## src/rtl/mpc_types.sv

```systemverilog
// Shared enums for the hit-test unit: request ops, memctl line ops
// and the lookup/issue FSM states.
package mpc_types;

    typedef enum logic [2:0] {
        OP_RD    = 3'd0,
        OP_WR    = 3'd1,
        OP_FLUSH = 3'd2
    } htu_op_e;

    typedef enum logic [2:0] {
        MC_RD = 3'd0,
        MC_WB = 3'd1
    } memctl_op_e;

    typedef enum logic [2:0] {
        S_IDLE   = 3'd0,
        S_LOOKUP = 3'd1,
        S_ISSUE  = 3'd2,
        S_MEM_WB = 3'd3,
        S_MEM_RD = 3'd4
    } htu_state_e;

endpackage

```

## src/rtl/plru_tree.sv

```systemverilog
// Tree pseudo-LRU for one set: victim walk and touch update over a
// WAYS-1 bit node vector (node n has children 2n+1 / 2n+2).
module plru_tree #(
    parameter  int WAYS  = 4,
    localparam int WAY_W = $clog2(WAYS)
) (
    input  logic [WAYS-2:0]  state_i,
    input  logic [WAY_W-1:0] touch_way_i,
    output logic [WAY_W-1:0] victim_o,
    output logic [WAYS-2:0]  state_o
);

    logic [WAY_W-1:0] vnode;
    logic [WAY_W-1:0] tnode;

    always_comb begin
        victim_o = '0;
        vnode    = '0;
        for (int l = 0; l < WAY_W; l++) begin
            victim_o[WAY_W-1-l] = state_i[vnode];
            vnode = (vnode << 1) + WAY_W'(1)
                  + WAY_W'(state_i[vnode]);
        end
    end

    // Each node on the touched path is pointed at the other half.
    always_comb begin
        state_o = state_i;
        tnode   = '0;
        for (int l = 0; l < WAY_W; l++) begin
            state_o[tnode] = ~touch_way_i[WAY_W-1-l];
            tnode = (tnode << 1) + WAY_W'(1)
                  + WAY_W'(touch_way_i[WAY_W-1-l]);
        end
    end

endmodule

```

## src/rtl/htu_mshr.sv

```systemverilog
// Blocking hit-test unit: tag lookup, PLRU victim choice, line locks,
// dirty write-back and refill requests towards memctl, issue to ISU.
module htu_mshr
    import mpc_types::*;
#(
    parameter  int SETS     = 8,
    parameter  int WAYS     = 4,
    parameter  int CHANNELS = 3,
    parameter  int ADDR_W   = 32,
    parameter  int OFFSET_W = 5,
    parameter  int WBUF_W   = 7,
    localparam int SET_W    = $clog2(SETS),
    localparam int WAY_W    = $clog2(WAYS),
    localparam int TAG_W    = ADDR_W - SET_W - OFFSET_W,
    localparam int ID_W     = WAY_W + SET_W
) (
    input  logic                clk,
    input  logic                rst_n,
    input  logic                u_bank_req_valid,
    output logic                u_bank_req_ready,
    input  logic [CHANNELS-1:0] u_bank_req_ch_1hot,
    input  logic [2:0]          u_bank_req_op,
    input  logic [ADDR_W-1:0]   u_bank_req_addr,
    input  logic [WBUF_W-1:0]   u_bank_req_wbuf_id,
    output logic                d_isu_valid,
    input  logic                d_isu_ready,
    output logic [CHANNELS-1:0] d_isu_channel_1hot_id,
    output logic [2:0]          d_isu_op,
    output logic [ID_W-1:0]     d_isu_id,
    output logic [OFFSET_W-1:0] d_isu_offset,
    output logic [WBUF_W-1:0]   d_isu_wbuf_id,
    output logic                d_isu_hit,
    output logic                d_memctl_valid,
    input  logic                d_memctl_ready,
    output logic [2:0]          d_memctl_op,
    output logic [ID_W-1:0]     d_memctl_id,
    output logic [ADDR_W-1:0]   d_memctl_addr,
    input  logic                d_isu_refill_valid,
    input  logic [SET_W-1:0]    d_isu_refill_set,
    input  logic [WAY_W-1:0]    d_isu_refill_way,
    input  logic                d_isu_crdt_valid,
    input  logic [ID_W-1:0]     d_isu_crdt_way_set
);

    htu_state_e state_q, state_d;
    logic [CHANNELS-1:0] ch_q, ch_d;
    logic [2:0]          op_q, op_d;
    logic [ADDR_W-1:0]   addr_q, addr_d;
    logic [WBUF_W-1:0]   wbuf_q, wbuf_d;
    logic [WAY_W-1:0]    way_q, way_d;
    logic                hit_q, hit_d;
    logic [ADDR_W-1:0]   wb_addr_q, wb_addr_d;

    logic [TAG_W-1:0] tag_q [SETS][WAYS];
    logic [TAG_W-1:0] tag_d [SETS][WAYS];
    logic [SETS-1:0][WAYS-1:0] valid_q, valid_d;
    logic [SETS-1:0][WAYS-1:0] dirty_q, dirty_d;
    logic [SETS-1:0][WAYS-1:0] busy_q, busy_d;
    logic [SETS-1:0][WAYS-2:0] plru_q, plru_d;

    logic [SET_W-1:0]  set;
    logic [TAG_W-1:0]  tag;
    logic [ADDR_W-1:0] line_addr;
    logic              is_wr, is_flush;
    logic              hit_any, inv_any, nb_any, vic_ok;
    logic [WAY_W-1:0]  hit_way, inv_way, nb_way, cand, vic_way;
    logic [WAY_W-1:0]  plru_vic, touch_way;
    logic [WAYS-2:0]   plru_nxt;

    assign set       = addr_q[OFFSET_W +: SET_W];
    assign tag       = addr_q[ADDR_W-1 -: TAG_W];
    assign line_addr = {addr_q[ADDR_W-1:OFFSET_W], {OFFSET_W{1'b0}}};
    assign is_wr     = (op_q == OP_WR);
    assign is_flush  = (op_q == OP_FLUSH);

    // Downward scans leave the lowest matching index in each result.
    always_comb begin
        hit_any = 1'b0;
        hit_way = '0;
        inv_any = 1'b0;
        inv_way = '0;
        nb_any  = 1'b0;
        nb_way  = '0;
        for (int w = WAYS - 1; w >= 0; w--) begin
            if (valid_q[set][WAY_W'(w)]
                && tag_q[set][w] == tag) begin
                hit_any = 1'b1;
                hit_way = WAY_W'(w);
            end
            if (!valid_q[set][WAY_W'(w)]) begin
                inv_any = 1'b1;
                inv_way = WAY_W'(w);
            end
            if (!busy_q[set][WAY_W'(w)]) begin
                nb_any = 1'b1;
                nb_way = WAY_W'(w);
            end
        end
        cand    = inv_any ? inv_way : plru_vic;
        vic_ok  = !busy_q[set][cand] || nb_any;
        vic_way = busy_q[set][cand] ? nb_way : cand;
    end

    assign touch_way = hit_any ? hit_way : vic_way;

    plru_tree #(.WAYS(WAYS)) u_plru (
        .state_i     (plru_q[set]),
        .touch_way_i (touch_way),
        .victim_o    (plru_vic),
        .state_o     (plru_nxt)
    );

    always_comb begin
        state_d   = state_q;
        ch_d      = ch_q;
        op_d      = op_q;
        addr_d    = addr_q;
        wbuf_d    = wbuf_q;
        way_d     = way_q;
        hit_d     = hit_q;
        wb_addr_d = wb_addr_q;
        tag_d     = tag_q;
        valid_d   = valid_q;
        dirty_d   = dirty_q;
        busy_d    = busy_q;
        plru_d    = plru_q;

        u_bank_req_ready      = 1'b0;
        d_isu_valid           = 1'b0;
        d_isu_channel_1hot_id = '0;
        d_isu_op              = '0;
        d_isu_id              = '0;
        d_isu_offset          = '0;
        d_isu_wbuf_id         = '0;
        d_isu_hit             = 1'b0;
        d_memctl_valid        = 1'b0;
        d_memctl_op           = '0;
        d_memctl_id           = '0;
        d_memctl_addr         = '0;

        if (d_isu_refill_valid)
            valid_d[d_isu_refill_set][d_isu_refill_way] = 1'b1;
        if (d_isu_crdt_valid)
            busy_d[d_isu_crdt_way_set[SET_W-1:0]]
                  [d_isu_crdt_way_set[ID_W-1:SET_W]] = 1'b0;

        unique case (state_q)
            S_IDLE: begin
                u_bank_req_ready = rst_n;
                if (u_bank_req_valid) begin
                    ch_d    = u_bank_req_ch_1hot;
                    op_d    = u_bank_req_op;
                    addr_d  = u_bank_req_addr;
                    wbuf_d  = u_bank_req_wbuf_id;
                    state_d = S_LOOKUP;
                end
            end
            S_LOOKUP: begin
                // A busy hit, or no unlocked victim, retries next cycle.
                if (hit_any && busy_q[set][hit_way]) begin
                    state_d = S_LOOKUP;
                end else if (is_flush) begin
                    way_d = hit_any ? hit_way : '0;
                    hit_d = hit_any;
                    if (hit_any && dirty_q[set][hit_way]) begin
                        wb_addr_d = line_addr;
                        state_d   = S_MEM_WB;
                    end else begin
                        if (hit_any) begin
                            valid_d[set][hit_way] = 1'b0;
                            dirty_d[set][hit_way] = 1'b0;
                        end
                        state_d = S_ISSUE;
                    end
                end else if (hit_any) begin
                    busy_d[set][hit_way] = 1'b1;
                    if (is_wr) dirty_d[set][hit_way] = 1'b1;
                    plru_d[set] = plru_nxt;
                    way_d       = hit_way;
                    hit_d       = 1'b1;
                    state_d     = S_ISSUE;
                end else if (vic_ok) begin
                    way_d     = vic_way;
                    hit_d     = 1'b0;
                    wb_addr_d = {tag_q[set][vic_way], set,
                                 {OFFSET_W{1'b0}}};
                    tag_d[set][vic_way]   = tag;
                    valid_d[set][vic_way] = 1'b0;
                    dirty_d[set][vic_way] = is_wr;
                    busy_d[set][vic_way]  = 1'b1;
                    plru_d[set] = plru_nxt;
                    state_d = dirty_q[set][vic_way] ? S_MEM_WB
                                                    : S_MEM_RD;
                end
            end
            S_MEM_WB: begin
                d_memctl_valid = 1'b1;
                d_memctl_op    = MC_WB;
                d_memctl_id    = {way_q, set};
                d_memctl_addr  = wb_addr_q;
                if (d_memctl_ready) begin
                    if (is_flush) begin
                        valid_d[set][way_q] = 1'b0;
                        dirty_d[set][way_q] = 1'b0;
                        state_d = S_ISSUE;
                    end else begin
                        state_d = S_MEM_RD;
                    end
                end
            end
            S_MEM_RD: begin
                d_memctl_valid = 1'b1;
                d_memctl_op    = MC_RD;
                d_memctl_id    = {way_q, set};
                d_memctl_addr  = line_addr;
                if (d_memctl_ready) state_d = S_ISSUE;
            end
            S_ISSUE: begin
                d_isu_valid           = 1'b1;
                d_isu_channel_1hot_id = ch_q;
                d_isu_op              = op_q;
                d_isu_id              = {way_q, set};
                d_isu_offset          = addr_q[OFFSET_W-1:0];
                d_isu_wbuf_id         = wbuf_q;
                d_isu_hit             = hit_q;
                if (d_isu_ready) state_d = S_IDLE;
            end
            default: state_d = S_IDLE;
        endcase
    end

    always_ff @(posedge clk) begin
        if (!rst_n) begin
            state_q   <= S_IDLE;
            ch_q      <= '0;
            op_q      <= '0;
            addr_q    <= '0;
            wbuf_q    <= '0;
            way_q     <= '0;
            hit_q     <= 1'b0;
            wb_addr_q <= '0;
            tag_q     <= '{default: '0};
            valid_q   <= '0;
            dirty_q   <= '0;
            busy_q    <= '0;
            plru_q    <= '0;
        end else begin
            state_q   <= state_d;
            ch_q      <= ch_d;
            op_q      <= op_d;
            addr_q    <= addr_d;
            wbuf_q    <= wbuf_d;
            way_q     <= way_d;
            hit_q     <= hit_d;
            wb_addr_q <= wb_addr_d;
            tag_q     <= tag_d;
            valid_q   <= valid_d;
            dirty_q   <= dirty_d;
            busy_q    <= busy_d;
            plru_q    <= plru_d;
        end
    end

endmodule

```

## config.mk

```make
export PLATFORM = sky130hd
export DESIGN_NAME = htu_mshr
export DESIGN_NICKNAME = d
export VERILOG_FILES = /design/src/rtl/mpc_types.sv /design/src/rtl/plru_tree.sv /design/src/rtl/htu_mshr.sv
export SDC_FILE = /design/constraint.sdc
export NUM_CORES = 1
export LEC_CHECK = 0
export CAP_MARGIN = 30
export CELL_PAD_IN_SITES_DETAIL_PLACEMENT = 1
export CELL_PAD_IN_SITES_GLOBAL_PLACEMENT = 1
export CORE_MARGIN = 2
export CORE_UTILIZATION = 37
export CTS_CLUSTER_DIAMETER = 50
export DETAILED_ROUTE_END_ITERATION = 7
export GPL_ROUTABILITY_DRIVEN = 0
export GPL_TIMING_DRIVEN = 0
export PLACE_DENSITY = 0.68
export SETUP_SLACK_MARGIN = 0.02
export SKIP_CTS_REPAIR_TIMING = 1
export SLEW_MARGIN = 20
export SYNTH_ARGS = -nofsm -noshare
export SYNTH_HDL_FRONTEND = slang
export SYNTH_SLANG_ARGS = --single-unit
```

## constraint.sdc

```tcl
create_clock -name clk -period 4.9 [get_ports clk]
set_input_delay 1.47 -clock clk [delete_from_list [all_inputs] [get_ports clk]]
set_output_delay 1.47 -clock clk [all_outputs]
set_load 0.1 [all_outputs]
```

==> out/metrics.csv <==
metric,value,unit
die_h,265,µm
post-route-min-period,4.95,ns
reg2reg_from,addr_q[7],
path_class,flop to flop,
routed_wl,119000,µm
crit_arrival,5.43,ns
yosysMostFrequentCell,dfxtp_1,
avgViaCountPerCell,6.15,
slowest_stage,mux4_2,
yosys.area.top_type,dfxtp_1,
drv_slew,0,
switching_share,0.350,
yosysWarnings,0,
intPower,8430,µW
synth_edf_count,0,
multiInputGateArea,14000,µm²
setup_ws,-0.0527,ns
ir_worst_vdd,222,µV
hp-class,flop to flop,
placed_cells,3692,
core_area,67400,µm²
ys_ff_latch,509,
startpoint,addr_q[7],
p_total,13000,µW
layoutNonFillerInstCount,3839,
globalRouteTotalUtil,0.331,
worstSkewPairLatency,0.66,ns
yosysSeqAreaShare,0.404,
wl_per_cell,31.1,µm
avgSynthCellArea,9.40,µm²
fin_area,30400,µm²
startpoint_type,flop,
relSlewSlack,0.259,
min_from,ch_q[2],
outcome,"complete, but fails checks",
hold_violations,0,
grt_pass1_wl,169000,µm
synth_cell_types,77,
clock_power_share,0.412,
synth_mux_area_frac,0.253,
fill_cells,7554,
max_freq,202,MHz
portBuffers,119,
area_growth,20.5,%
ys_top_cells_by_count,"dfxtp_1, nor2_1, mux2i_1",
rrSetupSlack,-0.05,ns
die_width,265,µm
cts_buffers,70,
ctsRootBufferMaster,clkbuf_16,
power.share.combinational,0.247,
cts_max_path_buffers,3,
seq_power_share,0.340,
maxCapViolCount,0,
synthAdderAreaFrac,0,
p_sw,4550,µW
synth_cells,2685,
yosys.area_share.simple,0.148,
drtPass1Iterations,8,
worstHoldEndpoint,ch_q[2],
layout.nets,2977,
vias,23600,
cts.sinks,509,
syn_area,25200,µm²
tritoncts,built,
p_leak,0.0112,µW
r2r_end,tag_q[568],
drive_above_1_share,0.169,
path_max_fanout,10,
dpl.hpwl,86100,µm
worst_pin_slew,1.11,ns
start_util,0.374,
dominantRegCellSynth,dfxtp_1,
end_kind,flop,
synth_compound_area_frac,0.132,
die-area,70300,µm²
clock_skew,0.0367,ns
ys_async_sr_fraction,0,
synthXorXnorAreaFrac,0.0108,
ioPinCount,129,
grt_max_degree,13,
violations,negative setup slack,
power_density,427,nW/µm²
drt_iter0_markers,2625,
clkTransAtPathRegs,0.06,ns
hold_depth,2,
finalCritPeriodShare,1.01,
antenna_found_initial,2,
cp_data_required_time,5.38,ns
synth_top_cell_area_share,0.404,
drc,0,
overflow,0,
synth_top_family_by_area,multiplexers,
ff2ff_path_depth,16,
finalSetupViolations,12,
rows,95,
grt_pass1_vias,24000,
post_dp_cell_area,27600,µm²
cpMostUsedCell,buf_6,
crit_chain,"buf_6, buf_6, buf_6, mux4_2, mux2i_4, xor2_2, o2111ai_1, nor4_2, nand4_1, nand2_1, buf_4, or4_1, buf_2, buf_4, mux2i_1, nor2_1",
ant_nets,0,
htree_levels,3,
slowest_delay,0.56,ns
dpl_worst_slack,-0.991,ns
seq_area,10200,µm²
synth_area_leaders,"dfxtp_1, mux2i_1, nor2_1",
==> per-stage QoR <==
step / utilization / setup TNS [ns] / hold slack [ns]
finish: 0.451 / -0.284 / 0.450
global route: 0.451 / -0.139 / 0.476
CTS: 0.446 / -151.52 / 0.449
detailed placement: 0.410 / -116.72 / 0.443
global placement: 0.409 / -167.84 / 0.439
floorplan: - / 0 / 0.432
==> worst max-delay path by stage <==
| stage | end | slack, ns |
|---|---|---|
| global route | tag_q[568] | -0.04 |
| finish | tag_q[568] | -0.05 |
| detailed placement | u_bank_req_ready | -0.99 |
| CTS | d_memctl_addr[30] | -1.41 |
| floorplan | d_memctl_addr[19] | 0.08 |
| global placement | u_bank_req_ready | -0.97 |
==> layout by cell type (no fill, tap or decap), types with 31 or more instances in the layout <==
cell type / synthesis / final
dfxtp_1: 509 / 509
nor2_1: 458 / 456
mux2_2: 56 / 56
clkbuf_1: 152 / 148
clkbuf_2: 0 / 35
a21oi_1: 107 / 106
nand2_1: 205 / 204
o22ai_1: 32 / 31
buf_2: 55 / 47
mux4_2: 51 / 51
clkbuf_16: 0 / 71
buf_4: 33 / 61
mux2i_1: 444 / 434
a22o_1: 35 / 35
clkdlybuf4s50_1: 0 / 65
a211oi_1: 32 / 31
a31oi_1: 32 / 32
o21ai_0: 67 / 66
==> registers in the layout, indices dropped and copies added, names as in the netlist <==
signal	flops
tag_q	384
addr_q	32
wb_addr_q	27
busy_q	16
dirty_q	16
valid_q	16
wbuf_q	7
ch_q	3
op_q	3
state_q	3
hit_q	1
way_q	1
==> power groups by stage <==
stage               clock (µW)  combinational (µW)  sequential [µW]
floorplan                    0                1820             4440
global placement             0                2950             4480
detailed placement           0                3010             4490
CTS                       5370                3020             4400
global route              5550                3280             4420
finish                    5350                3210             4410
==> layout make-up <==
| cell class | count | share of cell area |
|---|---|---|
| multi-input combinational | 1909 | 0.460 |
| sequential | 509 | 0.335 |
| clock buffer | 94 | 0.0649 |
| timing repair buffer | 152 | 0.0451 |
| buffer | 261 | 0.0436 |
| tap | 873 | 0.0359 |
| clock inverter | 28 | 0.0141 |
| inverter | 12 | 0.00156 |
| antenna | 1 | 0.0000823 |
==> routing by layer <==
layer  share of wire  global-route usage
met1            0.40               0.412
met2            0.45               0.524
met3           0.085              0.0680
met4           0.067               0.208
met5         0.00011                   0
==> worst max-delay path, delay by kind of cell, from the launching register on <==
family / cells / cell delay, ns
flops: 1 / 0.32
compound gates: 1 / 0.18
simple gates: 5 / 1.35
buf+inv: 6 / 1.46
xor+xnor: 1 / 0.27
mux: 3 / 1.15
==> kinds of logic after synthesis <==
family          Yosys count
compound gates          475
xor+xnor                 31
buf+inv                 275
flops                   509
mux                     563
other cells               1
simple gates            831
Note: power is estimated with default switching activity, not from simulation.
